## config.mk

```make
export PLATFORM = sky130hd
export DESIGN_NAME = hazard_control_unit
export DESIGN_NICKNAME = d
export VERILOG_FILES = /design/src/rtl/pipeline_pkg.sv /design/src/rtl/sat_counter.sv /design/src/rtl/hazard_control_unit.sv
export SDC_FILE = /design/constraint.sdc
export NUM_CORES = 1
export LEC_CHECK = 0
export CAP_MARGIN = 15
export CELL_PAD_IN_SITES_DETAIL_PLACEMENT = 0
export CELL_PAD_IN_SITES_GLOBAL_PLACEMENT = 1
export CORE_MARGIN = 2
export CORE_UTILIZATION = 30
export DETAILED_ROUTE_END_ITERATION = 6
export PLACE_DENSITY_LB_ADDON = 0.1
export SYNTH_ARGS = -nofsm -noshare
export SYNTH_HDL_FRONTEND = slang
export SYNTH_SLANG_ARGS = --single-unit
```

## constraint.sdc

```tcl
create_clock -name clk -period 7.81 [get_ports clk]
set_input_delay 2.343 -clock clk [delete_from_list [all_inputs] [get_ports clk]]
set_output_delay 2.343 -clock clk [all_outputs]
set_load 0.1 [all_outputs]
```

## src/rtl/pipeline_pkg.sv

```systemverilog
// Shared pipeline definitions: hazard FSM state encoding, register index width
// and the load-use hazard compare.
package pipeline_pkg;

    localparam int unsigned REG_W = 5;
    localparam logic [REG_W-1:0] REG_ZERO = '0;

    typedef enum logic {
        S_RUN     = 1'b0,
        S_MD_WAIT = 1'b1
    } hcu_state_e;

    // A load into r0 never produces a value, so it can never force a stall.
    function automatic logic load_use_hazard(
        input logic             ex_mem_read,
        input logic [REG_W-1:0] ex_rt,
        input logic [REG_W-1:0] id_rs,
        input logic [REG_W-1:0] id_rt,
        input logic             id_uses_rt
    );
        return ex_mem_read && (ex_rt != REG_ZERO) &&
               ((ex_rt == id_rs) || (id_uses_rt && (ex_rt == id_rt)));
    endfunction

endpackage

```

## src/rtl/sat_counter.sv

```systemverilog
// Saturating up-counter with synchronous active-high clear; holds at all-ones.
module sat_counter #(
    parameter int unsigned W = 16
) (
    input  logic         clk,
    input  logic         rst,
    input  logic         inc,
    output logic [W-1:0] count
);

    logic [W-1:0] count_q;
    logic [W-1:0] count_d;

    always_comb begin
        count_d = count_q;
        if (inc && (count_q != '1)) begin
            count_d = count_q + 1'b1;
        end
    end

    always_ff @(posedge clk) begin
        if (rst) begin
            count_q <= '0;
        end else begin
            count_q <= count_d;
        end
    end

    assign count = count_q;

endmodule

```

## src/rtl/hazard_control_unit.sv

```systemverilog
// ID-stage hazard control: load-use bubble, fixed-latency mul/div hold and
// taken branch/jump flush, plus a saturating stall-cycle counter.
module hazard_control_unit
    import pipeline_pkg::*;
#(
    parameter int unsigned MD_LATENCY = 4,
    parameter int unsigned CNT_W      = 16
) (
    input  logic             clk,
    input  logic             rst,
    input  logic [REG_W-1:0] id_rs,
    input  logic [REG_W-1:0] id_rt,
    input  logic             id_uses_rt,
    input  logic             ex_mem_read,
    input  logic [REG_W-1:0] ex_rt,
    input  logic             id_md_start,
    input  logic             id_branch_taken,
    input  logic             id_jump,
    output logic             pc_write,
    output logic             if_id_stall,
    output logic             if_id_flush,
    output logic             id_ex_flush,
    output logic             md_release,
    output logic             busy,
    output logic [CNT_W-1:0] stall_cycles
);

    localparam int unsigned MD_W = (MD_LATENCY > 1) ? $clog2(MD_LATENCY) : 1;
    localparam logic [MD_W-1:0] MD_INIT = MD_W'(MD_LATENCY - 1);

    hcu_state_e      state_q, state_d;
    logic [MD_W-1:0] md_cnt_q, md_cnt_d;
    logic            lu;

    assign lu = load_use_hazard(ex_mem_read, ex_rt, id_rs, id_rt, id_uses_rt);

    always_ff @(posedge clk) begin
        if (rst) begin
            state_q  <= S_RUN;
            md_cnt_q <= '0;
        end else begin
            state_q  <= state_d;
            md_cnt_q <= md_cnt_d;
        end
    end

    always_comb begin
        state_d     = state_q;
        md_cnt_d    = md_cnt_q;
        pc_write    = 1'b1;
        if_id_stall = 1'b0;
        if_id_flush = 1'b0;
        id_ex_flush = 1'b0;
        md_release  = 1'b0;
        busy        = 1'b0;

        unique case (state_q)
            S_RUN: begin
                if (lu) begin
                    pc_write    = 1'b0;
                    if_id_stall = 1'b1;
                    id_ex_flush = 1'b1;
                end else if (id_md_start) begin
                    pc_write    = 1'b0;
                    if_id_stall = 1'b1;
                    id_ex_flush = 1'b1;
                    state_d     = S_MD_WAIT;
                    md_cnt_d    = MD_INIT;
                end else if (id_branch_taken || id_jump) begin
                    if_id_flush = 1'b1;
                end
            end
            S_MD_WAIT: begin
                busy = 1'b1;
                if (md_cnt_q != '0) begin
                    pc_write    = 1'b0;
                    if_id_stall = 1'b1;
                    id_ex_flush = 1'b1;
                    md_cnt_d    = md_cnt_q - 1'b1;
                end else begin
                    md_release  = 1'b1;
                    state_d     = S_RUN;
                end
            end
            default: state_d = S_RUN;
        endcase

        // Reset forces a bubble into both pipeline registers and freezes the PC.
        if (rst) begin
            pc_write    = 1'b0;
            if_id_stall = 1'b0;
            if_id_flush = 1'b1;
            id_ex_flush = 1'b1;
            md_release  = 1'b0;
            busy        = 1'b0;
        end
    end

    sat_counter #(
        .W(CNT_W)
    ) u_stall_cnt (
        .clk  (clk),
        .rst  (rst),
        .inc  (if_id_stall),
        .count(stall_cycles)
    );

endmodule

```

* After elaboration in Yosys (flattened, before gate mapping)
Index checks and enable logic that the tools add are counted. Widths: inputs -> output; s select.
Word-level totals: flip-flop bits (word level) 19, bits in latches 0, RAM bits 0, memory bits (read-only) 0, input port bits 22, output and inout bits 22, memories kept 0
Cells by class: $add $sub $neg 2, multiply operators 0, divide/modulo/power cells 0, magnitude comparators 0, equality and inequality tests 6, shift-type cells 0, muxes and demuxes 26, bitwise gates (word level) 1, reduce and logical (&&, ||, !) cells 9
Operators with widths (count):
- $mux 1 | 19
- $add 16x1->16 const B | 1
- $ne 16x16->1 const B | 1
- $eq 5x5->1 | 2
- $mux 2 | 3
- $pmux 1 s2 | 3
- $reduce_bool 5->1 | 1
- $logic_and 1x1->1 | 4
- $ne 2x2->1 const B | 2
- $pmux 2 s2 | 1
- $reduce_and 3->1 | 1
- $logic_or 1x1->1 | 2
- $ne 2x1->1 const B | 1
- $reduce_bool 2->1 | 1
- $sub 2x1->2 const B | 1
- $not 1->1 | 1

* Longest topological paths before layout
word-level depth 8, depth in mapped cells 9

* Cells and area by module
A second synthesis with hierarchy kept.
Unflattened totals: cells, all modules 143, area, all modules 1237.4 µm²
Modules (own cells, without submodules):
- sat_counter | instances 1, cells each 99, area an instance 848.3 µm², seq. area each 320.3 µm²
- hazard_control_unit | instances 1, cells each 44, area an instance 389.1 µm², seq. area each 60.1 µm²

* Worst setup path before layout
Ideal clock, no wire load.
path kind input to output, start point input port ex_rt[1], end point output port if_id_flush, arrival 6.203 ns, required time 5.467 ns, setup slack -0.736 ns, cell stages on the path 4, buffers on the path 0, cells stage by stage or4_1 -> o21ai_2 -> nor2b_1 -> o41ai_1
On the way: longest elaborated chain between the ends 7
RTL lines:
- start: declaration | line hazard_control_unit.sv:15 | input logic [REG_W-1:0] ex_rt,
- $eq 5x5->1 | line pipeline_pkg.sv:22 | ((ex_rt == id_rs) || (id_uses_rt && (ex_rt == id_rt)));
- $logic_and 1x1->1 | line pipeline_pkg.sv:22
- $logic_or 1x1->1 | line pipeline_pkg.sv:22
- $logic_and 1x1->1 * | line pipeline_pkg.sv:21 | return ex_mem_read && (ex_rt != REG_ZERO) &&
- $mux 1 * | line hazard_control_unit.sv:59 | if (lu) begin
- $mux 1 * | line hazard_control_unit.sv:57 | unique case (state_q)
- $mux 1 * | line hazard_control_unit.sv:89 | if (rst) begin
- end: declaration | line hazard_control_unit.sv:21 | output logic if_id_flush,
Every way passes the cells marked *; elsewhere a longest branch is shown, timed or not.

* Worst setup path after layout
start point input port ex_rt[1], end point output port if_id_stall
On the way: longest elaborated chain between the ends 7
RTL lines:
- $eq 5x5->1 | line pipeline_pkg.sv:22
- $logic_and 1x1->1 | line pipeline_pkg.sv:22
- $logic_or 1x1->1 | line pipeline_pkg.sv:22
- $logic_and 1x1->1 * | line pipeline_pkg.sv:21
- $mux 1 * | line hazard_control_unit.sv:59
- $pmux 1 s2 * | line hazard_control_unit.sv:57
- $mux 1 * | line hazard_control_unit.sv:89
- end: declaration | line hazard_control_unit.sv:20 | output logic if_id_stall,
Marks and branches as above.

==> impl_metrics.ini <==
[floorplan]
die-area_um2 = 4550
io_pins = 44
core_region_area_um2 = 3940
start_util_pct = 30.7
die_w_um = 67.5
dieHeight_um = 67.5
num_rows = 23

[layout]
drive_above_1_share_pct = 16.5
synthToLayoutAreaGrowth_pct = 40.5
finalNonFillerCells = 232
fillers = 396
fin_util_pct = 43.1
diodes = 0
finalInstanceArea_um2 = 1700
nets = 207

[sta]
tightest_slew_ps = 971
fin_crit_ps = 6700
relSlewSlack_pct = 35.1
setup_violations = 0
max_freq_mhz = 149
rsz0062_at_grt = no
hold_viol_final = 0
period_share_pct = 85.8
slew_violations = 0
finClkSkew_ps = 6.36
setup-tns-final_ps = 0

[worst_setup_path]
cp_common_cell = buf_4
max_stage_delay_ps = 570
crit_slowest_cell = or4_1
rr_worst_depth = 6
crit_path_cell_trace = clkdlybuf4s50_1 -> or4_1 -> o21ai_2 -> nor2_2 -> a21oi_4 -> buf_4 -> nor2_1 -> buf_4
path_class = primary input to output pin
cp.arrival_ps = 4350
rrSetupSlack_ps = 5700
critical-path-top-delay-family = buffers and inverters
end_kind = output pin
crit_fanout = 26
critPathRequiredTime_ps = 5470
critPathLaunchType = primary input
crit_cells = 8
crit_buf_inv = 3

[synth]
ys_types = 41
syn_area_per_cell_um2 = 8.70
yosysSeqAreaShare_pct = 31.5
synth_area_um2 = 1210
synth_seq_cells = 19
yosysTopAreaCell = dfxtp_1
synth_top_cell_area_share_pct = 31.5
syn-num-nets = 163
synth_edf_count = 0
syn-instance-count = 139
dominantRegCellSynth = dfxtp_1
ys.warnings.count = 0
synthTopCellsByArea = dfxtp_1 (31%), xnor2_1 (7.2%), o31ai_1 (5.6%)
async_flop_share_pct = 0

[drt]
viasPerCell = 5.21
postRouteAntennaNets = 0
drt_iter0_markers = 28
routedWlPerCell_um = 13.9
drt_pass1_iterations = 4
drt-total-wl_um = 3230
vias = 1208
drc_errors = 0

[status]
status = finished, final reports clean

[clocking]
cts.sinks = 19
cts_setup_buffers = 0
post_cts_resized = 0
cts_buffers = 3
htreeDepth = 1
cts_hold_buf = 0
clock_latency_ps = 260
tritoncts = done
clk_pin_slew_ps = 80
clock-root-buffer = clkbuf_8
cts_max_path_buffers = 2

[place]
placedCellCount = 228
hpwl_um = 2430
dpl_cell_area_um2 = 1650
io_buffers = 43
gp_congestion = 0.791

[global_routing]
antenna_found_initial = 0
grt_pass1_vias = 1194
grt_max_degree = 27
grt_pass1_wl_um = 5370
overflow = 0
grt_use_total_pct = 15.3

[power]
leakagePower_nw = 0.583
p_total_mw = 0.252
irDropWorstVdd_uv = 73.2
power_density_nw_per_um2 = 148

[hold_path]
hold_class = flop to flop
hold_path_depth = 2

[run]
drv_cap = 0
==> logic make-up after synthesis <==
logic type / after synthesis / share of synthesized area [%]
compound gates: 37 / 22.7
xor+xnor: 10 / 7.25
fa+ha+maj: 2 / 2.07
buf+inv: 11 / 6.52
flops: 19 / 31.5
mux: 2 / 1.86
simple gates: 58 / 28.2
==> worst min-delay path: stages, from the launching register on <==
cell	delay (ps)
dfxtp_1	330
o31ai_1	60
a21oi_1	50
==> layout by cell type, fill, tap and decap left out, drive strengths merged, types with 2 or more instances in the layout <==
cell	netlist	final
a21oi	13	13
and2	3	3
and3	5	5
buf	6	8
clkbuf	0	3
clkdlybuf4s50	0	37
dfxtp	19	19
ha	2	2
inv	5	5
mux2	2	2
nand2	6	6
nand3	13	13
nand4	2	2
nor2	9	9
nor2b	5	5
o21ai	5	5
o31a	2	2
o31ai	9	9
or4	10	10
xnor2	10	10
==> cell type report <==
class / count / area, um2 / area share [%]
timing repair buffer: 45 / 430 / 25.4
clock inverter: 1 / 5.00 / 0.295
tap: 50 / 62.6 / 3.68
multi-input combinational: 109 / 759 / 44.7
inverter: 5 / 18.8 / 1.11
sequential: 19 / 380 / 22.4
clock buffer: 3 / 41.3 / 2.43
==> per-layer routing <==
layer | wire length [um] | global-route usage [%]
met1 | 1440 | 17.8
met2 | 1680 | 28.6
met3 | 81 | 2.50
met4 | 21 | 3.83
met5 | 0 | 0
==> path summary, 6_finish.rpt <==
path / endpoint / start
max: if_id_stall / ex_rt[1]
min: u_stall_cnt.count[11]$_SDFFE_PP0P_ / u_stall_cnt.count[11]$_SDFFE_PP0P_
max reg2reg: u_stall_cnt.count[10]$_SDFFE_PP0P_ / u_stall_cnt.count[7]$_SDFFE_PP0P_
min reg2reg: u_stall_cnt.count[11]$_SDFFE_PP0P_ / u_stall_cnt.count[11]$_SDFFE_PP0P_
==> per-stage QoR <==
step / hold slack, ps / setup slack [ps]
3_3_place_gp: 466 / 1170
4_1_cts: 494 / 1110
6_report: 489 / 1110
3_5_place_dp: 483 / 1120
5_1_grt: 521 / 1030
2_1_floorplan: 450 / 596
==> report_power, final <==
| part | switching [mW] | total [mW] | leakage (nW) | internal, mW |
|---|---|---|---|---|
| combinational | 0.0514 | 0.0790 | 0.403 | 0.0276 |
| clock | 0.0339 | 0.0693 | 0.0255 | 0.0355 |
| sequential | 0.00328 | 0.103 | 0.154 | 0.100 |
==> sequential cells by signal (all words and copies together), names as in the netlist <==
signal and cells:
state_q 1, md_cnt_q 2, u_stall_cnt.count 16
==> Yosys cell counts, drive strengths merged (3+ instances only) <==
cell / number
nand3: 13
a21oi: 13
nor2b: 5
xnor2: 10
nor2: 9
buf: 6
and3: 5
nand2: 6
dfxtp: 19
o31ai: 9
inv: 5
or4: 10
and2: 3
o21ai: 5
No activity file was read; power rests on OpenSTA's default activity.
